### config.mk
export PLATFORM = sky130hd
export DESIGN_NAME = prog_loader_flat
export DESIGN_NICKNAME = d
export VERILOG_FILES = /design/src/rtl/prog_loader_pkg.sv /design/src/rtl/prog_loader_if.sv /design/src/rtl/prog_loader.sv /design/src/flat_wrapper.sv
export SDC_FILE = /design/constraint.sdc
export NUM_CORES = 1
export LEC_CHECK = 0
export BUFFER_PORTS_ARGS = -buffer_cell sky130_fd_sc_hd__buf_4
export CELL_PAD_IN_SITES_DETAIL_PLACEMENT = 1
export CELL_PAD_IN_SITES_GLOBAL_PLACEMENT = 1
export CORE_AREA = 2 2 74 76
export CTS_BUF_LIST = sky130_fd_sc_hd__clkbuf_2
export CTS_CLUSTER_SIZE = 10
export DETAILED_ROUTE_END_ITERATION = 10
export DIE_AREA = 0 0 76 78
export PLACE_DENSITY = 0.78
export SETUP_SLACK_MARGIN = 0.02
export SYNTH_ARGS = -nofsm -noshare
export SYNTH_HDL_FRONTEND = slang
export SYNTH_SLANG_ARGS = --single-unit
### constraint.sdc
create_clock -name clk -period 4.7 [get_ports clk]
set_clock_uncertainty 0.15 [all_clocks]
set_input_delay 0.94 -clock clk [delete_from_list [all_inputs] [get_ports clk]]
set_output_delay 0.94 -clock clk [all_outputs]
set_load 0.03 [all_outputs]
### src/rtl/prog_loader_pkg.sv
// Shared types and constants for the instruction-memory program loader.
package prog_loader_pkg;
   localparam int INSTR_W = 8;
   localparam logic [3:0] HDR_MAGIC = 4'hA;

   typedef logic [INSTR_W-1:0] instruction_t;

   typedef enum logic [2:0] {IDLE, HDR, DATA, CSUM, RELEASE, RUN, ERR} loader_state_t;
   typedef enum logic [1:0] {ERR_NONE, ERR_HDR, ERR_CSUM, ERR_TIMEOUT} loader_err_t;
endpackage

### src/rtl/prog_loader_if.sv
// Byte-stream input and instruction-memory write port of the loader.
interface prog_loader_if #(
   parameter int ADDR_WIDTH = 4
);
   import prog_loader_pkg::*;

   logic                  in_valid;
   instruction_t          in_data;
   logic                  in_ready;
   logic                  prog_enable;
   logic                  prog_we;
   logic [ADDR_WIDTH-1:0] prog_addr;
   instruction_t          prog_data;

   modport master (input in_valid, in_data,
                   output in_ready, prog_enable, prog_we, prog_addr, prog_data);
   modport slave  (output in_valid, in_data,
                   input in_ready, prog_enable, prog_we, prog_addr, prog_data);
endinterface

### src/rtl/prog_loader.sv
// Loads a framed program (header, N instructions, XOR checksum) into instruction
// memory while holding the CPU in reset; releases it after a settle delay.
module prog_loader
   import prog_loader_pkg::*;
#(
   parameter int ADDR_WIDTH     = 4,
   parameter int INSTR_WIDTH    = INSTR_W,
   parameter int RELEASE_CYCLES = 2,
   parameter int TIMEOUT_CYCLES = 255
) (
   input  logic                clk,
   input  logic                reset_n,
   input  logic                load_req,
   prog_loader_if.master       bus,
   output logic                cpu_reset,
   output logic                done,
   output logic                err,
   output logic [1:0]          err_code
);
   localparam int GW = $clog2(TIMEOUT_CYCLES + 1);
   localparam int RW = $clog2(RELEASE_CYCLES + 1);

   loader_state_t          state, nxt;
   loader_err_t            code_q, code_nxt;
   logic [3:0]             cnt;
   logic [ADDR_WIDTH-1:0]  idx;
   logic [RW-1:0]          rel_cnt;
   logic [GW-1:0]          gap;
   logic [INSTR_WIDTH-1:0] csum;
   logic                   in_ready, prog_enable, prog_we;
   logic [ADDR_WIDTH-1:0]  prog_addr;
   instruction_t           prog_data;
   logic                   busy, accept, timeout;

   assign busy    = (state == HDR) || (state == DATA) || (state == CSUM);
   assign accept  = bus.in_valid && in_ready;
   assign timeout = busy && !accept && (gap == GW'(TIMEOUT_CYCLES - 1));

   assign bus.in_ready    = in_ready;
   assign bus.prog_enable = prog_enable;
   assign bus.prog_we     = prog_we;
   assign bus.prog_addr   = prog_addr;
   assign bus.prog_data   = prog_data;
   assign err_code        = code_q;

   always_comb begin
      nxt      = state;
      code_nxt = code_q;
      unique case (state)
         IDLE: if (load_req) nxt = HDR;
         HDR: begin
            if (timeout) begin
               nxt = ERR; code_nxt = ERR_TIMEOUT;
            end else if (accept) begin
               if (bus.in_data[7:4] == HDR_MAGIC) nxt = DATA;
               else begin
                  nxt = ERR; code_nxt = ERR_HDR;
               end
            end
         end
         DATA: begin
            if (timeout) begin
               nxt = ERR; code_nxt = ERR_TIMEOUT;
            end else if (accept && idx == ADDR_WIDTH'(cnt)) nxt = CSUM;
         end
         CSUM: begin
            if (timeout) begin
               nxt = ERR; code_nxt = ERR_TIMEOUT;
            end else if (accept) begin
               if (bus.in_data == csum) nxt = RELEASE;
               else begin
                  nxt = ERR; code_nxt = ERR_CSUM;
               end
            end
         end
         RELEASE: if (rel_cnt == RW'(RELEASE_CYCLES - 1)) nxt = RUN;
         RUN, ERR: if (load_req) begin
            nxt = HDR; code_nxt = ERR_NONE;
         end
         default: nxt = IDLE;
      endcase
   end

   // Outputs are registered from the next state so they change on the same edge as the state.
   always_ff @(posedge clk) begin
      if (!reset_n) begin
         state       <= IDLE;
         code_q      <= ERR_NONE;
         cnt         <= '0;
         idx         <= '0;
         rel_cnt     <= '0;
         in_ready    <= 1'b0;
         prog_enable <= 1'b0;
         prog_we     <= 1'b0;
         prog_addr   <= '0;
         prog_data   <= '0;
         cpu_reset   <= 1'b1;
         done        <= 1'b0;
         err         <= 1'b0;
      end else begin
         state       <= nxt;
         code_q      <= code_nxt;
         in_ready    <= (nxt == HDR) || (nxt == DATA) || (nxt == CSUM);
         prog_enable <= (nxt == HDR) || (nxt == DATA) || (nxt == CSUM);
         cpu_reset   <= (nxt != RUN);
         done        <= (nxt == RUN);
         err         <= (nxt == ERR);
         prog_we     <= (state == DATA) && accept;
         rel_cnt     <= (state == RELEASE) ? rel_cnt + 1'b1 : '0;
         if (state == HDR && accept) begin
            cnt <= bus.in_data[3:0];
            idx <= '0;
         end
         if (state == DATA && accept) begin
            prog_data <= bus.in_data;
            prog_addr <= idx;
            idx       <= idx + 1'b1;
         end
      end
   end

   always_ff @(posedge clk) begin
      if (!reset_n)          gap <= '0;
      else if (busy && !accept) gap <= gap + 1'b1;
      else                   gap <= '0;
   end

   always_ff @(posedge clk) begin
      if (!reset_n)                   csum <= '0;
      else if (state == HDR && accept)  csum <= '0;
      else if (state == DATA && accept) csum <= csum ^ bus.in_data;
   end
endmodule

### src/flat_wrapper.sv
// flat-port wrapper written by rule: the top's interface ports become plain ports
module prog_loader_flat import prog_loader_pkg::*;
#(
   parameter int ADDR_WIDTH     = 4,
   parameter int INSTR_WIDTH    = INSTR_W,
   parameter int RELEASE_CYCLES = 2,
   parameter int TIMEOUT_CYCLES = 255
)
  (clk, reset_n, load_req, cpu_reset, done, err, err_code, bus_in_valid, bus_in_data, bus_in_ready, bus_prog_enable, bus_prog_we, bus_prog_addr, bus_prog_data);
  prog_loader_if #(.ADDR_WIDTH(ADDR_WIDTH)) bus_i ();
  input  logic clk;
  input  logic reset_n;
  input  logic load_req;
  output logic cpu_reset;
  output logic done;
  output logic err;
  output logic [1:0] err_code;
  input wire logic [$bits(bus_i.in_valid)-1:0] bus_in_valid;
  input wire logic [$bits(bus_i.in_data)-1:0] bus_in_data;
  output wire logic [$bits(bus_i.in_ready)-1:0] bus_in_ready;
  output wire logic [$bits(bus_i.prog_enable)-1:0] bus_prog_enable;
  output wire logic [$bits(bus_i.prog_we)-1:0] bus_prog_we;
  output wire logic [$bits(bus_i.prog_addr)-1:0] bus_prog_addr;
  output wire logic [$bits(bus_i.prog_data)-1:0] bus_prog_data;
  assign bus_i.in_valid = bus_in_valid;
  assign bus_i.in_data = bus_in_data;
  assign bus_in_ready = bus_i.in_ready;
  assign bus_prog_enable = bus_i.prog_enable;
  assign bus_prog_we = bus_i.prog_we;
  assign bus_prog_addr = bus_i.prog_addr;
  assign bus_prog_data = bus_i.prog_data;
  prog_loader #(.ADDR_WIDTH(ADDR_WIDTH), .INSTR_WIDTH(INSTR_WIDTH), .RELEASE_CYCLES(RELEASE_CYCLES), .TIMEOUT_CYCLES(TIMEOUT_CYCLES)) u_core (.clk(clk), .reset_n(reset_n), .load_req(load_req), .bus(bus_i), .cpu_reset(cpu_reset), .done(done), .err(err), .err_code(err_code));
endmodule
==> results of run 1 <==
-- final timing paths --
kind                                       end  slack (ps)  cells past startpoint
setup / recovery   u_core.csum[5]$_SDFFE_PP0P_        2180                      5
hold / removal    u_core.rel_cnt[0]$_SDFF_PN0_         290                      1
setup reg to reg   u_core.csum[5]$_SDFFE_PP0P_        2180                      5
hold reg to reg   u_core.rel_cnt[0]$_SDFF_PN0_         290                      1
-- per-layer routing --
| metal | up-vias | global-route usage [%] |
|---|---|---|
| met1 | 798 | 21.7 |
| met3 | 6 | 3.72 |
| li1 | 869 | - |
| met4 | 0 | 6.55 |
| met5 | - | 0 |
| met2 | 27 | 25.8 |
-- registers in the layout, summed over array words and instances (netlist names) --
register and flops:
u_core.bus.prog_data 8, u_core.csum 8, u_core.gap 8, u_core.bus.prog_addr 4, u_core.cnt 4, u_core.idx 4, u_core.state 3, u_core.err_code 2
u_core.rel_cnt 2, u_core.bus.prog_enable 1, u_core.bus.prog_we 1, u_core.cpu_reset 1, u_core.done 1, u_core.err 1
-- Yosys cell counts, types with 5 or more instances --
cell	instances	share of area, %
a21boi_1	12	4.0
a21oi_1	6	1.3
clkbuf_1	5	0.84
dfxtp_1	48	43
nand2_1	30	5.1
nand2b_1	5	1.4
nand3_1	6	1.3
nor2_1	35	5.9
nor2b_1	8	2.2
xnor2_1	15	5.9
xor2_1	13	5.1
-- worst register-to-register path, stage by stage (launching register included) --
cell      delay [ps]
dfxtp_1          730
nand2b_1         190
nor3_2           850
nand2_1          220
xor2_1           210
nor2_1            70
-- per-stage QoR --
step / worst slack [ps] / cell area, µm²
floorplan: 2510 / 2220
global placement: 1970 / 2480
detailed placement: 1910 / 2480
CTS: 2220 / 2520
global route: 1940 / 2520
finish: 2180 / 2520
-- power breakdown --
part | total [mW] | internal (mW) | switching [mW] | leakage [nW]
logic | 0.0739 | 0.0310 | 0.0429 | 0.520
registers | 0.424 | 0.414 | 0.0100 | 0.387
clock network | 0.169 | 0.0398 | 0.129 | 0.0306
-- cell families after synthesis --
family          after synthesis  share of synthesized area (%)
fa+ha+maj                     4                           2.25
compound gates               42                           14.6
simple gates                102                           23.5
mux                           4                           1.80
flops                        48                           43.2
buf+inv                      17                           3.60
xor+xnor                     28                           11.0
-- cell type report --
type / instances / share of cell area [%]
tap: 70 / 3.47
inverter: 5 / 0.744
multi-input combinational: 180 / 46.9
timing repair buffer: 31 / 9.23
clock buffer: 7 / 1.39
sequential: 48 / 38.1
clock inverter: 1 / 0.149
==> results.tsv, run 1 <==
metric	value	unit
status	finished clean	
ys flop type	dfxtp_1	
Ant. Diodes	0	
CTS tree	built	
First DRT Iteration DRCs	86	
chip width	76	µm
Placed Cells	334	
initial antenna violation count	0	
wire per inst	13.4	µm
post-synthesis register bit count	48	
fmax	0.397	GHz
worst slew pin tran	1080	ps
Required @ worst endpoint	4870	ps
most frequent cells in the layout	dfxtp_1 (48), nor2_1 (35), buf_4 (31)	
headroom to the max-slew limit	27.4	%
largest net degree at the start of global routing	27	
max cap viols	0	
Tcrit/Tclk final	53.7	%
fillcell total	616	
syn avg cell area	9.08	µm²
minimum clock period	2520	ps
Final Total Pwr	0.666	mW
hold_ws	290	ps
RSZ-0062 raised after global routing	false	
Finished Layout Cells	342	
GRT Resource Usage Total	16.3	%
IO Pins	32	
Die Area	0.00593	mm²
Layout area overhead	13.4	%
I/O Buffers	31	
max incr delay on CP	840	ps
critical path endpoint category	flip-flop	
final WL	4.57	mm
total CTS buffers	5	
Post-Syn Area	0.00222	mm²
remaining global-route overflow	0	
WL met2	2.06	mm
worst skew pair latency	420	ps
Crit path max-delay family	simple AND/OR/NAND/NOR gates	
post-CTS repair timing setup buffer count	0	
synth warn	0	
vias in the first global route	1640	
top routing layer in use	met4	
vias per inst	4.97	
Fin Setup TNS	0	ps
Critical path buffers and inverters	0	
final core occ	50.0	%
most common cell after layout, fill and taps aside	dfxtp_1	
Post-synth EDFFs	0	
crit path cell chain	nand2b_1 > nor3_2 > nand2_1 > xor2_1 > nor2_1	
Gate Count Post-Synth	245	
Async S/R FF share, synth	0	%
Crit Path Category	reg2reg	
clock sink total	48	
Distinct cells, synth	48	
FF+latch area	961	µm²
Core Rows	26	
sequential fraction of the synthesis area	43.2	%
Core Box Area	0.00504	mm²
NumNets Final	287	
layout cell share with drive strength beyond 1	18.8	%
first-pass GRT wire length	7.78	mm
Synthesized Nets	261	
number of gates resized after cts	0	
final hold vios	0	
Reg-to-Reg Start	u_core.state[1]$_SDFF_PN0_	
worst-path maximum fanout	17	
met3 WL	142	µm
maximum vdd drop	0.141	mV
Final Setup Violations	0	
# DRC	0	
starting density of the core	44.1	%
Arr. time, crit path	2690	ps
CTS Root Cell	clkbuf_2	
H-tree depth	2	
DP HPWL	3.28	mm
hold buffers post-CTS	0	
DRT antenna net count	0	
met1 WL	2.30	mm
Initial DRT Pass Iterations	4	
Vias	1700	
Setup crit start	u_core.state[1]$_SDFF_PN0_	
multi-input logic area	0.00118	mm²
clock transition at the registers of the reported paths	240	ps
Final Max Slew Viols	0	
GP Congestion	0.770	
worst hold start	u_core.rel_cnt[0]$_SDFF_PN0_	
die height	78	µm
worst-case clock buffer depth	2	
worst min-delay path category	reg2reg	
crit path max-delay cell type	nor3_2	
Leak	0.938	nW
CP Launch Type	flip-flop	
power per cell area	264	mW/mm²
Power figures use the tool's default switching activity.
==> run 2: changes to the inputs <==
CORE_AREA = 2 2 78 80   (was 2 2 74 76)
DIE_AREA = 0 0 80 82   (was 0 0 76 78)
PLACE_DENSITY = 0.73   (was 0.78)
clock period = 2 ns   (was 4.7 ns; I/O delays follow)
==> run 2 against run 1 <==
Against the previous run: via count is 4.5% higher; critical path type unchanged; critical path depth is 3 higher; clock power grew to 3.3 times the previous value.
==> results.tsv, run 2 (same netlist as run 1, synthesis figures left out) <==
metric	value	unit
status	finished clean	
most common cell after layout, fill and taps aside	dfxtp_1	
Vias	1776	
Psw	0.468	mW
fillcell total	698	
most frequent cells in the layout	dfxtp_1 (46), buf_4 (45), nor2_1 (35)	
NumNets Final	301	
CTS Root Cell	clkbuf_2	
Comb pwr share	12.2	%
vias in the first global route	1686	
internal power component	1.28	mW
hold_ws	69.0	ps
multi-input logic area	0.00120	mm²
Initial DRT Pass Iterations	4	
biggest regs	u_core.bus.prog_data: 8 flops, u_core.csum: 8 flops, u_core.gap: 8 flops	
reg-to-reg endpoint	u_core.err_code[0]$_SDFFE_PN0P_	
Core Rows	28	
GRT Resource Usage Total	15.7	%
worst-path maximum fanout	4	
critical path endpoint category	flip-flop	
Reg-to-Reg Start	u_core.gap[0]$_SDFF_PN0_	
first-pass GRT wire length	8.01	mm
layout cell share with drive strength beyond 1	24.1	%
worst hold start	bus_in_data[1]	
clock transition at the registers of the reported paths	270	ps
IO Pins	32	
minimum clock period	1910	ps
switch share	26.8	%
power per cell area	651	mW/mm²
# DRC	0	
Reg power frac	56.2	%
worst min-delay path category	in2reg	
starting density of the core	38.7	%
Hold Path Sink	u_core.cnt[1]$_SDFFE_PN0P_	
Setup crit start	u_core.gap[0]$_SDFF_PN0_	
Ant. Diodes	0	
maximum vdd drop	0.270	mV
pre-CTS setup slack	-199	ps
DP HPWL	3.49	mm
clock sink total	48	
Crit Path Category	reg2reg	
CP Launch Type	flip-flop	
wire per inst	13.6	µm
worst skew pair latency	450	ps
worst slew pin tran	708	ps
H-tree depth	2	
Arr. time, crit path	2100	ps
Die Area	0.00656	mm²
remaining global-route overflow	0	
headroom to the max-slew limit	52.6	%
First DRT Iteration DRCs	77	
Leak	1.02	nW
Placed Cells	350	
I/O Buffers	31	
total CTS buffers	5	
GP Congestion	0.814	
final hold vios	0	
Clk network pwr share	31.6	%
CTS tree	built	
Tcrit/Tclk final	95.4	%
Final Max Slew Viols	0	
DRT antenna net count	0	
Core Box Area	0.00575	mm²
die height	82	µm
Hold Path Stages	3	
initial antenna violation count	0	
final worst setup slack	92.8	ps
r2r setup slk	90	ps
worst-case clock buffer depth	2	
largest net degree at the start of global routing	27	
Final Setup Violations	0	
FF+latch area	963	µm²
Layout area overhead	20.6	%
max cap viols	0	
fmax	0.524	GHz
vias per inst	4.92	
final WL	4.90	mm
hold buffers post-CTS	0	
chip width	80	µm
R2R cell count	8	
Finished Layout Cells	361	
Required @ worst endpoint	2200	ps
==> run 2: layout make-up <==
class | instances | share of cell area (%)
Multi-Input combinational cell | 180 | 44.6
Timing Repair Buffer | 45 | 12.6
Inverter | 5 | 0.700
Tap cell | 75 | 3.50
Clock inverter | 3 | 1.77
Clock buffer | 5 | 0.933
Sequential cell | 48 | 35.9
==> run 2: metal layers <==
layer / GRT usage (%) / routed length [µm]
met1: 20.8 / 2400
met2: 25.1 / 2310
met3: 2.75 / 120
met4: 6.78 / 65
met5: 0 / 0
==> run 2: power groups by stage <==
stage	clock network, mW	logic (mW)	registers [mW]
3_3_place_gp	0	0.205	0.998
3_5_place_dp	0	0.207	0.999
5_1_grt	0.615	0.234	0.984
6_report	0.553	0.213	0.981
2_1_floorplan	0	0.122	1.01
4_1_cts	0.575	0.210	0.982
==> run 2: how the worst max path moves through the flow <==
stage | cells after the start | to | slack, ps
floorplan | 6 | u_core.bus.prog_enable$_SDFF_PN0_ | 130
global placement | 6 | u_core.csum[2]$_SDFFE_PP0P_ | -160
finish | 8 | u_core.err_code[0]$_SDFFE_PN0P_ | 90
global route | 8 | u_core.err_code[0]$_SDFFE_PN0P_ | -20
CTS | 7 | u_core.bus.prog_enable$_SDFF_PN0_ | 70
detailed placement | 6 | u_core.csum[3]$_SDFFE_PP0P_ | -200
==> run 2: critical path, cell delays in order, from the launching register on <==
cell and delay [ps]:
dfxtp_2 370, inv_1 50, ha_1 160, nand3_2 110
nor4_4 350, buf_4 200, o31ai_1 80, o21a_1 140
o221a_1 230
==> run 2: metrics by stage <==
step / TNS [ps] / total power, mW / instance area [µm²] / utilization (%)
after global routing: -28.0 / 1.83 / 2680 / 46.7
after detailed placement: -1970 / 1.21 / 2570 / 44.8
after CTS: 0 / 1.77 / 2650 / 46.1
after global placement: -1840 / 1.20 / 2570 / 44.8
after floorplan: 0 / 1.13 / 2220 / -
final: 0 / 1.75 / 2680 / 46.7
==> run 2: repair_timing <==
| item | CTS | global route |
|---|---|---|
| resized for setup | 1 | 3 |
| buffers inserted | 0 | 3 |
| setup endpoints to repair | 14 | 6 |
| pin swaps | 0 | 1 |
==> run 3: changes to the inputs <==
ABC_AREA = 0   (was unset)
CORE_AREA = 2 2 74 76   (was 2 2 78 80)
DIE_AREA = 0 0 76 78   (was 0 0 80 82)
PLACE_DENSITY = 0.78   (was 0.73)
clock period = 2.5 ns   (was 2 ns; I/O delays follow)
==> run 3 against run 2 <==
Against the previous run: worst setup slack gained 320 ps; sequential share of layout area grew 1.5 points; critical path depth shrank 3; fmax shrank 8.6%; flip-flop and latch count is the same; sequential power shrank 19%; hold slack gained 110 ps; non-clock buffer count shrank 11; largest cell class unchanged.
==> results.tsv, run 3 (same netlist as run 1, synthesis figures left out) <==
metric	value	unit
wire per inst	13.7	µm
final hold vios	0	
CTS Root Cell	clkbuf_2	
worst-path maximum fanout	16	
status	finished clean	
final WL	4.74	mm
most common cell after layout, fill and taps aside	dfxtp_1	
Final Max Slew Viols	0	
critical path endpoint category	flip-flop	
headroom to the max-slew limit	53.2	%
Final Total Pwr	1.36	mW
fillcell total	613	
most frequent cells in the layout	dfxtp_1 (48), nor2_1 (35), buf_4 (34)	
NumNets Final	290	
Fin Setup TNS	0	ps
initial antenna violation count	0	
worst slew pin tran	702	ps
GP Congestion	0.803	
GR peak layer	met2	
First DRT Iteration DRCs	80	
fmax	0.479	GHz
Tcrit/Tclk final	83.5	%
RSZ-0062 raised after global routing	false	
Arr. time, crit path	2300	ps
starting density of the core	44.1	%
CTS tree	built	
power per cell area	530	mW/mm²
total CTS buffers	5	
die height	78	µm
grt met1 use	23.1	%
Initial DRT Pass Iterations	4	
H-tree depth	2	
biggest regs	u_core.bus.prog_data: 8 flops, u_core.csum: 8 flops, u_core.gap: 8 flops	
remaining global-route overflow	0	
worst-case clock buffer depth	2	
vias per inst	5.03	
hold buffers post-CTS	0	
Final Setup Violations	0	
post-CTS repair timing setup buffer count	0	
Vias	1736	
DP HPWL	3.35	mm
Ant. Diodes	0	
layout cell share with drive strength beyond 1	20.0	%
worst skew pair latency	440	ps
DRT antenna net count	0	
FF+latch area	961	µm²
Layout area overhead	15.6	%
maximum vdd drop	0.242	mV
Crit Path Category	reg2reg	
Required @ worst endpoint	2710	ps
# DRC	0	
met3 Use GR	4.30	%
Die Area	0.00593	mm²
multi-input logic area	0.00118	mm²
final instance area	0.00257	mm²
Core Rows	26	
GRT Resource Usage Total	17.4	%
Leak	0.965	nW
worst min-delay path category	in2reg	
number of gates resized after cts	0	
IO Pins	32	
I/O Buffers	31	
DP Area	0.00251	mm²
clock transition at the registers of the reported paths	250	ps
vias in the first global route	1721	
first-pass GRT wire length	8.34	mm
chip width	76	µm
Core Box Area	0.00504	mm²
met2 Use GR	27.8	%
minimum clock period	2090	ps
clock sink total	48	
max cap viols	0	
largest net degree at the start of global routing	27	
CP Launch Type	flip-flop	
## run 3: changes by cell type in the layout (fill, tap and decap cells not counted)
cell       before  now
buf_4          45   34
clkinv_2        0    1
clkinv_4        2    0
nor3_4          1    0
o2bb2ai_1       0    1
clkbuf_2        5    6
nor3_2          0    1
dfxtp_2         2    0
o2bb2ai_2       1    0
dfxtp_1        46   48
## run 3: final cells by class
type	count	area share, %
tap	70	3.41
clock buffer	6	1.17
sequential	48	37.4
clock inverter	2	1.36
multi-input combinational	180	46.0
inverter	5	0.730
timing repair buffer	34	9.93
## run 3: metal layers
layer / part of all wire (%) / vias up / wire [µm]
li1: - / 877 / -
met5: 0 / - / 0
met1: 49 / 814 / 2320
met4: 1.6 / 0 / 75
met2: 45 / 38 / 2140
met3: 4.3 / 7 / 204
## run 3: final timing paths
path / depth (start not counted) / slack (ps) / from / to
worst max-delay path: 5 / 410 / u_core.state[1]$_SDFF_PN0_ / u_core.bus.prog_enable$_SDFF_PN0_
worst min-delay path: 3 / 180 / bus_in_data[4] / u_core.bus.prog_data[4]$_SDFFE_PN0P_
worst max register to register: 5 / 410 / u_core.state[1]$_SDFF_PN0_ / u_core.bus.prog_enable$_SDFF_PN0_
worst min register to register: 1 / 290 / u_core.rel_cnt[0]$_SDFF_PN0_ / u_core.rel_cnt[0]$_SDFF_PN0_
## run 3: through the flow
stage               cells  hold slack, ps  setup WS (ps)  util (%)
finish                345             175            414      51.0
global placement      337             258            459      49.7
CTS                   345             166            416      51.0
detailed placement    337             268            420      49.7
global route          345             131            253      51.0
floorplan             245             248            632         -
## run 3: where the power goes
group	internal, mW	total [mW]	switching [mW]
clock network	0.172	0.426	0.254
logic	0.0591	0.140	0.0804
registers	0.778	0.797	0.0190
## run 3: critical path: stages, from the launching register on
cell       delay, ps
dfxtp_1          730
o2bb2ai_1        230
nor4_4           370
o32ai_1          140
a21o_1           200
a211oi_1         200
